<file path="config.mk">
export PLATFORM = sky130hd
export DESIGN_NAME = sd_cmd_seq
export DESIGN_NICKNAME = d
export VERILOG_FILES = /design/src/rtl/sd_cmd_seq.sv
export SDC_FILE = /design/constraint.sdc
export NUM_CORES = 1
export LEC_CHECK = 0
export CORE_AREA = 2 2 110 112
export DETAILED_ROUTE_END_ITERATION = 10
export DIE_AREA = 0 0 112 114
export GPL_ROUTABILITY_DRIVEN = 0
export PLACE_DENSITY = 0.84
export REMOVE_ABC_BUFFERS = 1
export SYNTH_ARGS = -nofsm -noshare
export SYNTH_HDL_FRONTEND = slang
export SYNTH_SLANG_ARGS = --single-unit
</file>
<file path="constraint.sdc">
create_clock -name clk -period 1.7 [get_ports clk]
set_input_delay 0.17 -clock clk [delete_from_list [all_inputs] [get_ports clk]]
set_output_delay 0.17 -clock clk [all_outputs]
set_load 0.02 [all_outputs]
</file>
<file path="src/rtl/sd_cmd_seq.sv">
// sd_cmd_seq: issues one SD command frame through sd_cmd_if and collects its optional R48 response
module sd_cmd_seq (
    input  logic        clk,
    input  logic        reset,
    input  logic        cmd_start,
    input  logic [5:0]  cmd_index,
    input  logic [31:0] cmd_arg,
    input  logic [1:0]  resp_type,
    input  logic [5:0]  cmd_gap,
    output logic        busy,
    output logic        done,
    output logic [1:0]  status,
    output logic [47:0] resp_data,
    output logic        write_strb,
    output logic        write_no_crc_sig,
    output logic [7:0]  write_bits,
    output logic [5:0]  write_delay,
    output logic [31:0] data_towrite,
    input  logic        more_data_towrite,
    input  logic        write_data_ack,
    input  logic        read_ready,
    input  logic        read_crc_err,
    input  logic [47:0] data_read,
    input  logic        ncr_timeout
);
    localparam logic [2:0] IDLE  = 3'd0;
    localparam logic [2:0] START = 3'd1;
    localparam logic [2:0] WORD1 = 3'd2;
    localparam logic [2:0] LAST  = 3'd3;
    localparam logic [2:0] RESP  = 3'd4;
    localparam logic [2:0] DONE  = 3'd5;
    logic [2:0]  r_state;
    logic [5:0]  r_index;
    logic [31:0] r_arg;
    logic [1:0]  r_rtype;
    logic [5:0]  r_gap;
    logic [1:0]  r_status;
    logic [47:0] r_resp;
    logic [7:0]  r_bits;
    logic [31:0] r_data;
    logic        w_has_resp;
    logic [1:0]  w_resp_status;
    assign w_has_resp       = (r_rtype == 2'd1) || (r_rtype == 2'd2);
    assign w_resp_status    = (r_rtype != 2'd1) ? 2'd0 :
                              read_crc_err ? 2'd1 :
                              (data_read[45:40] != r_index) ? 2'd3 : 2'd0;
    assign busy             = (r_state != IDLE) && (r_state != DONE);
    assign done             = r_state == DONE;
    assign write_strb       = r_state == START;
    assign write_no_crc_sig = 1'b0;
    assign write_bits       = r_bits;
    assign write_delay      = r_gap;
    assign data_towrite     = r_data;
    assign status           = r_status;
    assign resp_data        = r_resp;
    // command sequencing: latch request, send header then argument, then wait for response or timeout
    always_ff @(posedge clk) begin
        if (reset) begin
            r_state  <= IDLE;
            r_index  <= '0;
            r_arg    <= '0;
            r_rtype  <= '0;
            r_gap    <= '0;
            r_status <= '0;
            r_resp   <= '0;
            r_bits   <= '0;
            r_data   <= '0;
        end else begin
            case (r_state)
                IDLE: if (cmd_start) begin
                    r_index <= cmd_index;
                    r_arg   <= cmd_arg;
                    r_rtype <= resp_type;
                    r_gap   <= cmd_gap;
                    r_bits  <= 8'd40;
                    r_data  <= {2'b01, cmd_index, 24'h0};
                    r_state <= START;
                end
                START: r_state <= WORD1;
                WORD1: if (write_data_ack && more_data_towrite) begin
                    r_data  <= r_arg;
                    r_state <= LAST;
                end
                LAST: if (write_data_ack) begin
                    if (!w_has_resp) r_status <= 2'd0;
                    r_state <= w_has_resp ? RESP : DONE;
                end
                RESP: if (read_ready) begin
                    r_resp   <= data_read;
                    r_status <= w_resp_status;
                    r_state  <= DONE;
                end else if (ncr_timeout) begin
                    r_status <= 2'd2;
                    r_state  <= DONE;
                end
                default: r_state <= IDLE;
            endcase
        end
    end
endmodule

</file>
==> flow_metrics.py, run 1 <==
metrics = {
    "drt": {
        "wirelength_mm": 13.1,
        "drt.antenna.violating_nets": 0,
        "drc": 0,
        "wl_per_cell_um": 13.8,
        "firstDrtPassIters": 5,
        "vias": 4663,
        "drt-initial-drc-count": 339,
        "via_per_inst": 4.89,
    },
    "placed_design": {
        "dpl_cell_area_sq_mm": 0.00699,
        "dp.cells": 922,
        "place_hpwl_mm": 8.65,
        "port_buffers": 194,
    },
    "clock_network": {
        "clock_sinks": 132,
        "cts-root-buf": "clkbuf_16",
        "cts_setup_buffers": 0,
        "clockBufferDepth": 2,
        "clk_latency_ns": 0.42,
        "clk_pin_slew_worst_paths_ns": 0.05,
        "ctsHoldBuffers": 0,
        "tritoncts": "built",
        "numCtsBuffers": 17,
        "htree_levels": 4,
    },
    "pwr": {
        "ir_worst_vdd_mv": 0.663,
        "p_leak_nw": 2.70,
        "clock_power_share_pct": 47.4,
        "switching_power_mw": 1.84,
        "share_comb_of_total_power_pct": 12.0,
        "internal_power_mw": 6.26,
        "switching_share_pct": 22.7,
        "seq_power_share_pct": 40.7,
        "power_mw": 8.10,
        "power_density_mw_per_mm2": 1060,
    },
    "die": {
        "start_util_pct": 42.0,
        "io_pins": 202,
        "fp.coreArea_sq_mm": 0.0117,
        "die_h_um": 114,
        "dieArea_sq_mm": 0.0128,
        "rows": 40,
        "die_width_um": 112,
    },
    "logic_synthesis": {
        "ys_ff_latch": 132,
        "synth_seq_area_share_pct": 53.7,
        "synthTopCellsByArea": "dfxtp_1 (54%), nand2_1 (16%), a21oi_1 (12%)",
        "netlist_area_sq_mm": 0.00492,
        "syn_avg_cell_area_sq_um": 7.99,
        "yosys_warnings": 0,
        "syn_inst": 616,
        "ys_types": 40,
        "yosysTopAreaCell": "dfxtp_1",
        "synth_top_area_share_pct": 53.7,
    },
    "final_layout": {
        "layout.cells.non_filler": 954,
        "stdcell_area_sq_mm": 0.00761,
        "drive_gt1_share_pct": 6.94,
        "area_growth_pct": 54.6,
        "mostFrequentLayoutCell": "nand2_1",
        "final_cell_mix": "nand2_1 (214), clkdlybuf4s50_1 (190), dfxtp_1 (130)",
        "fin_nets": 897,
        "fill_cells": 963,
        "diodes": 0,
        "utilization_pct": 65.0,
    },
    "setup_path": {
        "critPathMaxStageDelay_ns": 0.33,
        "cpMaxStageDelayCell": "dfxtp_1",
        "reg2reg_from": "r_state[0]",
        "cp-start-kind": "flop",
        "arrival_ns": 1.95,
        "worst_ep_required_time_ns": 2.04,
        "path_buf_inv": 2,
        "path_cells": "buf_4 -> nor3b_2 -> and2_2 -> buf_12 -> nand2_1 -> a21oi_1",
        "critPathLaunch": "r_state[0]",
        "crit_type": "flop to flop",
        "crit_family": "simple AND/OR/NAND/NOR gates",
        "end_kind": "flop",
        "critPathMaxFanout": 48,
    },
    "global_routing": {
        "grt.busiest_layer": "met2",
        "use_met3_pct": 7.55,
        "antenna_found_initial": 0,
        "met1_usage_pct": 25.4,
        "grt_max_degree": 53,
        "grt_pass1_wl_mm": 20.8,
        "grtUsageMet2_pct": 33.1,
        "grt_pass1_vias": 4310,
        "grt_usage_pct": 20.6,
        "gr-total-overflow": 0,
    },
    "sta": {
        "rsz0062_at_grt": "false",
        "finalSetupViolCount": 0,
        "fmax_mhz": 620,
        "hold_viol": 0,
        "finalMaxSlewViolations": 0,
        "period_share_pct": 94.9,
        "finalSetupTns_ns": 0,
        "clock_skew_ns": 0.0140,
        "min_period_ns": 1.61,
    },
    "run_status": {
        "status": "completed",
    },
    "job": {
        "max-cap-violations": 0,
    },
    "min_path": {
        "min_from": "reset",
        "hold_path.class": "primary input to flop",
    },
}
sequential cells by signal, summed over array words and instances (netlist names):
signal,flops
r_state,3
resp_data,48
write_delay,6
r_arg,32
r_index,6
status,2
write_bits,1
r_rtype,2
data_towrite,32
cell usage after synthesis, drive strengths merged:
| cell | n |
|---|---|
| and2 | 2 |
| o21a | 1 |
| and3b | 1 |
| nor2b | 4 |
| o22ai | 1 |
| buf | 29 |
| o31ai | 1 |
| xor2 | 2 |
| nand2 | 215 |
| o21ai | 2 |
| a21oi | 121 |
| nor3 | 4 |
| nor4bb | 1 |
| or2 | 1 |
| conb | 1 |
| nand3 | 26 |
| nand4b | 1 |
| o211ai | 1 |
| a41oi | 1 |
| and3 | 2 |
| or3 | 1 |
| nor2 | 13 |
| mux2i | 6 |
| nand2b | 1 |
| a31oi | 3 |
| xnor2 | 4 |
| clkbuf | 26 |
| nand4 | 1 |
| dfxtp | 132 |
| a211oi | 6 |
| nand3b | 1 |
| ha | 1 |
| inv | 2 |
| nor3b | 2 |
logic make-up (layout without fill, tap and decap cells):
logic type | after synthesis | count (layout) | share of synthesized area (%)
compound gates | 137 | 137 | 14.6
xor+xnor | 6 | 6 | 1.07
fa+ha+maj | 1 | 1 | 0.254
buf+inv | 57 | 242 | 5.90
flops | 132 | 132 | 53.7
mux | 6 | 6 | 1.22
other cells | 1 | 7 | 0.0762
simple gates | 276 | 276 | 23.1
what timing repair did:
action                                  in CTS  in global routing
cloned                                       0                  0
endpoints found under the setup margin       3                  2
resized for setup                            8                  3
hold endpoints to repair                     0                  0
metrics by stage:
step	hold slack [ns]	setup slack (ns)
4_1_cts	0.139	0.0102
2_1_floorplan	0.239	-1.54
3_5_place_dp	0.445	0.0635
5_1_grt	0.152	0.00388
6_report	0.146	0.0869
3_3_place_gp	0.438	0.135
path summary, 6_finish.rpt:
path,depth (start not counted),endpoint,slack [ns]
worst max-delay path,6,resp_data[36],0.09
worst min-delay path,2,r_arg[29],0.15
worst max register to register,6,resp_data[36],0.09
worst min register to register,2,resp_data[14],0.45
metal layers:
layer	routed length [um]	vias up	share of wire [%]
met3	1110	10	8.5
met4	85	0	0.65
li1	-	2367	-
met1	5780	2094	44
met2	6140	192	47
met5	0	-	0
power by group through the flow:
stage	clock [mW]	sequential, mW	combinational [mW]
detailed placement	0	3.36	0.982
global placement	0	3.35	0.973
global route	4.07	3.31	1.06
floorplan	0	3.40	0.347
CTS	3.91	3.29	0.985
finish	3.84	3.29	0.969
cell type report:
class,count,area [sq um],area share [%]
Clock inverter,9,150,1.97
Multi-Input combinational cell,433,2020,26.6
Timing Repair Buffer,208,2120,27.9
Sequential cell,132,2650,34.8
Inverter,2,7.51,0.0987
Clock buffer,23,478,6.28
Tap cell,147,184,2.42
No activity file was read; power rests on OpenSTA's default activity.
==> inputs of run 2 (changes only) <==
Settings changed: ABC_AREA set to 1, CORE_AREA 2 2 110 112 to 2 2 113 115, DIE_AREA 0 0 112 114 to 0 0 115 117, PLACE_DENSITY 0.84 to 0.82.
==> flow_metrics.py, run 2 <==
metrics = {
    "die": {
        "fp.coreArea_sq_mm": 0.0123,
        "start_util_pct": 41.5,
        "io_pins": 202,
        "die_h_um": 117,
        "die_width_um": 115,
        "rows": 41,
        "dieArea_sq_mm": 0.0135,
    },
    "sta": {
        "min_period_ns": 1.63,
        "fmax_mhz": 612,
        "clock_skew_ns": 0.00753,
        "hold_viol": 0,
        "period_share_pct": 96.2,
        "slew_headroom_pct": 53.2,
        "rsz0062_at_grt": "false",
        "finalMaxSlewViolations": 0,
        "worst_slack_ns": 0.0654,
        "finalSetupViolCount": 0,
        "tightest_slew_ns": 0.701,
        "fin_hold_ws_ns": 0.0934,
    },
    "final_layout": {
        "area_growth_pct": 50.8,
        "fin_nets": 941,
        "final_cell_mix": "clkdlybuf4s50_1 (189), nand2_1 (147), dfxtp_1 (129)",
        "diodes": 0,
        "layout.cells.non_filler": 1001,
        "fill_cells": 1049,
        "utilization_pct": 62.6,
        "drive_gt1_share_pct": 6.82,
        "mostFrequentLayoutCell": "clkdlybuf4s50_1",
        "largest_reg_flops": 48,
    },
    "setup_path": {
        "worst_r2r_path_depth": 6,
        "end_kind": "primary output",
        "cp-start-kind": "flop",
        "critPathLaunch": "r_state[0]",
        "crit_type": "flop to primary output",
        "arrival_ns": 1.46,
        "regToRegSetupSlack_ns": 0.20,
        "worst_ep_required_time_ns": 1.53,
        "r2r_end": "data_towrite[29]",
        "reg2reg_from": "r_state[2]",
        "critPathMaxFanout": 5,
    },
    "drt": {
        "via_per_inst": 5.03,
        "wl_per_cell_um": 14.3,
        "firstDrtPassIters": 4,
        "vias": 5038,
        "drt.antenna.violating_nets": 0,
        "drt-initial-drc-count": 431,
        "wirelength_mm": 14.3,
        "drc": 0,
    },
    "global_routing": {
        "grt_pass1_vias": 4496,
        "gr-total-overflow": 0,
        "grt_usage_pct": 21.0,
        "grt_pass1_wl_mm": 22.1,
        "antenna_found_initial": 0,
        "grt_max_degree": 107,
    },
    "placed_design": {
        "place_hpwl_mm": 9.58,
        "dp.cells": 969,
        "dp_worst_setup_slack_ns": 0.0352,
        "port_buffers": 194,
    },
    "logic_synthesis": {
        "yosys_most_used_dff": "dfxtp_1",
        "syn_avg_cell_area_sq_um": 7.68,
        "syn_inst": 665,
        "ys_ff_latch": 132,
        "synth.top_cells.by_count": "nand2_1 (148), dfxtp_1 (132), a21oi_1 (125), nand3_1 (102), o21ai_0 (27)",
        "synth.most_common_cell": "nand2_1",
        "synthTopCellsByArea": "dfxtp_1 (52%), a21oi_1 (12%), nand2_1 (11%)",
        "netlist_area_sq_mm": 0.00511,
        "ys_types": 22,
        "synth_seq_area_share_pct": 51.7,
        "yosys_warnings": 0,
        "synth_edf_count": 0,
        "synth_top_area_share_pct": 51.7,
        "yosysTopAreaCell": "dfxtp_1",
        "async_flop_share_pct": 0,
    },
    "clock_network": {
        "clock_sinks": 132,
        "clk_pin_slew_worst_paths_ns": 0.05,
        "numCtsBuffers": 17,
        "cts-root-buf": "clkbuf_16",
        "cts_setup_buffers": 0,
        "ctsHoldBuffers": 0,
        "clockBufferDepth": 2,
        "htree_levels": 4,
        "clk_latency_ns": 0.41,
        "tritoncts": "built",
    },
    "min_path": {
        "whs_path_depth": 4,
        "min_from": "read_ready",
        "hold_path.class": "primary input to flop",
        "whs_endpoint": "status[1]",
    },
    "pwr": {
        "power_mw": 9.55,
        "p_leak_nw": 2.81,
        "power_density_mw_per_mm2": 1240,
        "ir_worst_vdd_mv": 0.754,
    },
    "run_status": {
        "status": "completed",
    },
    "job": {
        "max-cap-violations": 0,
    },
}
## run 2: cell types whose count changed after synthesis, sizes merged, moves of 4 or more
cell / before / now
nand3: 26 / 103
nand2: 215 / 148
a21oi: 121 / 125
o21ai: 2 / 29
mux2i: 6 / 0
nor2b: 4 / 0
nor2: 13 / 25
a31oi: 3 / 7
buf: 29 / 35
xnor2: 4 / 0
inv: 2 / 27
a211oi: 6 / 0
## run 2: worst max-delay path, stage by stage, from the launching register on
cell	delay [ns]
dfxtp_4	0.37
inv_1	0.06
nor2_1	0.10
inv_1	0.06
nor2_1	0.11
dlygate4sd2_1	0.35
## run 2: kinds of logic after synthesis
| kind of cell | count (synthesis) | synth area share, % |
|---|---|---|
| adder cells (fa/ha/maj) | 1 | 0.245 |
| AO/OA/AOI/OAI | 161 | 16.2 |
| flip-flops | 132 | 51.7 |
| other | 1 | 0.0734 |
| AND/OR/NAND/NOR | 281 | 23.8 |
| buffers and inverters | 89 | 8.06 |
## run 2: metrics by stage
step,instance area [sq um],TNS (ns)
2_1_floorplan,4820,-114.03
3_3_place_gp,7130,0
3_5_place_dp,7130,0
4_1_cts,7690,0
5_1_grt,7700,0
6_report,7700,0
## run 2: routing by layer
metal,up-vias,GRT usage [%],routed length (um)
li1,2553,-,-
met1,2268,25.4,6020
met2,199,33.8,6600
met3,18,8.75,1440
met4,0,7.71,221
met5,-,0,0
## run 2: layout make-up
class | count | area [sq um] | area share, %
repair buffers | 210 | 2120 | 27.5
clock buffers | 23 | 488 | 6.33
inverters | 27 | 104 | 1.35
multi-input cells | 450 | 2080 | 27.0
clock inverters | 9 | 77.6 | 1.01
well taps | 150 | 188 | 2.44
flip-flops and latches | 132 | 2650 | 34.4
## run 2: how the worst max path moves through the flow
stage                  endpoint  slack (ns)  cells after the start
2_1_floorplan   data_towrite[0]       -1.64                      6
3_3_place_gp   data_towrite[24]        0.06                      6
3_5_place_dp   data_towrite[29]        0.04                      6
4_1_cts                    busy        0.03                      6
5_1_grt                    done       0.008                      5
6_report                   done        0.07                      5
## run 2: timing repair
action,CTS,global route
pin swaps,0,1
endpoints found under the setup margin,3,11
resized for setup,6,8
hold endpoints to repair,0,0
## run 2: power by group
| group | total (mW) | leakage, nW | switching, mW | internal [mW] |
|---|---|---|---|---|
| combinational | 2.48 | 1.46 | 1.44 | 1.04 |
| clock | 3.43 | 0.275 | 1.28 | 2.15 |
| sequential | 3.64 | 1.08 | 0.193 | 3.45 |
| total | 9.55 | 2.81 | 2.91 | 6.64 |
==> inputs of run 3 (changes only) <==
Settings changed: CORE_AREA 2 2 113 115 to 2 2 108 110, DIE_AREA 0 0 115 117 to 0 0 110 112, PLACE_DENSITY 0.82 to 0.88.
Clock period 1.7 ns to 2.1 ns, I/O delays scaled along.
==> flow_metrics.py, run 3 (same netlist as run 2, synthesis figures left out) <==
metrics = {
    "global_routing": {
        "grt_usage_pct": 22.9,
        "use_met3_pct": 8.78,
        "grt_max_degree": 60,
        "grt_pass1_vias": 4655,
        "gr-total-overflow": 0,
        "grt_pass1_wl_mm": 22.4,
        "grt.busiest_layer": "met2",
        "met1_usage_pct": 27.6,
        "antenna_found_initial": 0,
        "grtUsageMet2_pct": 37.1,
    },
    "sta": {
        "tightest_slew_ns": 0.722,
        "period_share_pct": 85.5,
        "finalSetupViolCount": 0,
        "hold_viol": 0,
        "slew_headroom_pct": 51.8,
        "fmax_mhz": 557,
        "rsz0062_at_grt": "false",
        "finalSetupTns_ns": 0,
        "min_period_ns": 1.79,
        "clock_skew_ns": 0.00467,
        "finalMaxSlewViolations": 0,
        "fin_hold_ws_ns": 0.236,
    },
    "die": {
        "die_h_um": 112,
        "die_width_um": 110,
        "start_util_pct": 45.7,
        "rows": 39,
        "fp.coreArea_sq_mm": 0.0112,
        "dieArea_sq_mm": 0.0123,
        "io_pins": 202,
    },
    "clock_network": {
        "cts-root-buf": "clkbuf_16",
        "clockBufferDepth": 2,
        "numCtsBuffers": 17,
        "htree_levels": 4,
        "tritoncts": "built",
        "clk_pin_slew_worst_paths_ns": 0.06,
        "cts_setup_buffers": 0,
        "clock_sinks": 132,
        "clk_latency_ns": 0.41,
    },
    "drt": {
        "wirelength_mm": 14.5,
        "wl_per_cell_um": 14.6,
        "vias": 5100,
        "drc": 0,
        "drt.antenna.violating_nets": 0,
        "drt-initial-drc-count": 284,
        "firstDrtPassIters": 5,
        "via_per_inst": 5.15,
    },
    "pwr": {
        "power_density_mw_per_mm2": 1010,
        "switching_share_pct": 30.9,
        "seq_power_share_pct": 38.3,
        "internal_power_mw": 5.32,
        "ir_worst_vdd_mv": 0.565,
        "clock_power_share_pct": 37.1,
        "switching_power_mw": 2.39,
        "share_comb_of_total_power_pct": 24.6,
        "p_leak_nw": 2.83,
    },
    "setup_path": {
        "r2r_end": "data_towrite[30]",
        "worst_r2r_path_depth": 6,
        "crit_type": "flop to flop",
        "reg2reg_from": "r_state[2]",
        "regToRegSetupSlack_ns": 0.31,
        "critPathMaxFanout": 39,
        "cp-start-kind": "flop",
        "worst_ep_required_time_ns": 2.43,
        "critPathLaunch": "r_state[2]",
        "end_kind": "flop",
        "endpoint": "data_towrite[30]",
        "arrival_ns": 2.12,
    },
    "final_layout": {
        "fin_nets": 938,
        "utilization_pct": 68.4,
        "area_growth_pct": 49.6,
        "stdcell_area_sq_mm": 0.00764,
        "fill_cells": 927,
        "multi_input_area_sq_mm": 0.00208,
        "final_cell_mix": "clkdlybuf4s50_1 (189), nand2_1 (147), dfxtp_1 (132)",
        "largest_reg_flops": 48,
        "diodes": 0,
        "layout.cells.non_filler": 990,
        "mostFrequentLayoutCell": "clkdlybuf4s50_1",
        "seq_area_sq_mm": 0.00264,
        "drive_gt1_share_pct": 6.02,
    },
    "run_status": {
        "status": "completed",
    },
    "placed_design": {
        "port_buffers": 194,
        "place_hpwl_mm": 9.65,
        "dpl_cell_area_sq_mm": 0.00706,
        "dp.cells": 959,
    },
    "min_path": {
        "hold_path.class": "primary input to flop",
    },
    "job": {
        "max-cap-violations": 0,
    },
}
[run 3: cell type report]
class / count / share of cell area (%)
Clock buffer: 19 / 5.79
Clock inverter: 12 / 1.75
Inverter: 27 / 1.33
Multi-Input combinational cell: 450 / 27.2
Sequential cell: 132 / 34.6
Tap cell: 143 / 2.34
Timing Repair Buffer: 207 / 27.0
[run 3: power by group through the flow]
stage                     registers (mW)  logic, mW  clock network, mW
final                               2.96       1.90               2.86
after global routing                2.99       2.07               3.03
after CTS                           2.95       1.91               2.90
after detailed placement            3.00       1.90                  0
after global placement              2.99       1.87                  0
after floorplan                     3.14      0.831                  0
[run 3: worst min path at each step]
stage / from / to / slack [ns] / cells past startpoint
after floorplan: reset / data_towrite[10] / 0.28 / 1
after global placement: r_arg[30] / r_arg[30] / 0.44 / 2
after detailed placement: r_arg[30] / r_arg[30] / 0.45 / 2
after CTS: read_ready / resp_data[8] / 0.22 / 3
after global routing: read_ready / resp_data[35] / 0.26 / 3
final: read_ready / resp_data[46] / 0.24 / 3
[run 3: per-stage QoR]
stage,setup slack [ns],total power [mW]
4_1_cts,0.00807,7.76
2_1_floorplan,-1.24,3.97
5_1_grt,0.167,8.09
3_3_place_gp,0.407,4.86
3_5_place_dp,0.368,4.90
6_report,0.305,7.71
[run 3: what timing repair did]
| action | CTS | global route |
|---|---|---|
| hold buffers | 0 | 0 |
| gates resized for setup | 0 | 3 |
| endpoints found under the hold margin | 0 | 0 |
| endpoints found under the setup margin | 0 | 3 |
[run 3: worst max-delay path: stages (launching register included)]
cell and delay [ns]:
dfxtp_1 0.39, nor3_4 0.38, nand2_2 0.14, o21ai_4 0.09
buf_4 0.36, o21ai_0 0.15, a31oi_1 0.19
[run 3: layer usage]
| layer | wire, um | vias to the layer above |
|---|---|---|
| met3 | 1520 | 22 |
| met2 | 6780 | 199 |
| met4 | 265 | 0 |
| met5 | 0 | - |
| li1 | - | 2546 |
| met1 | 5900 | 2333 |
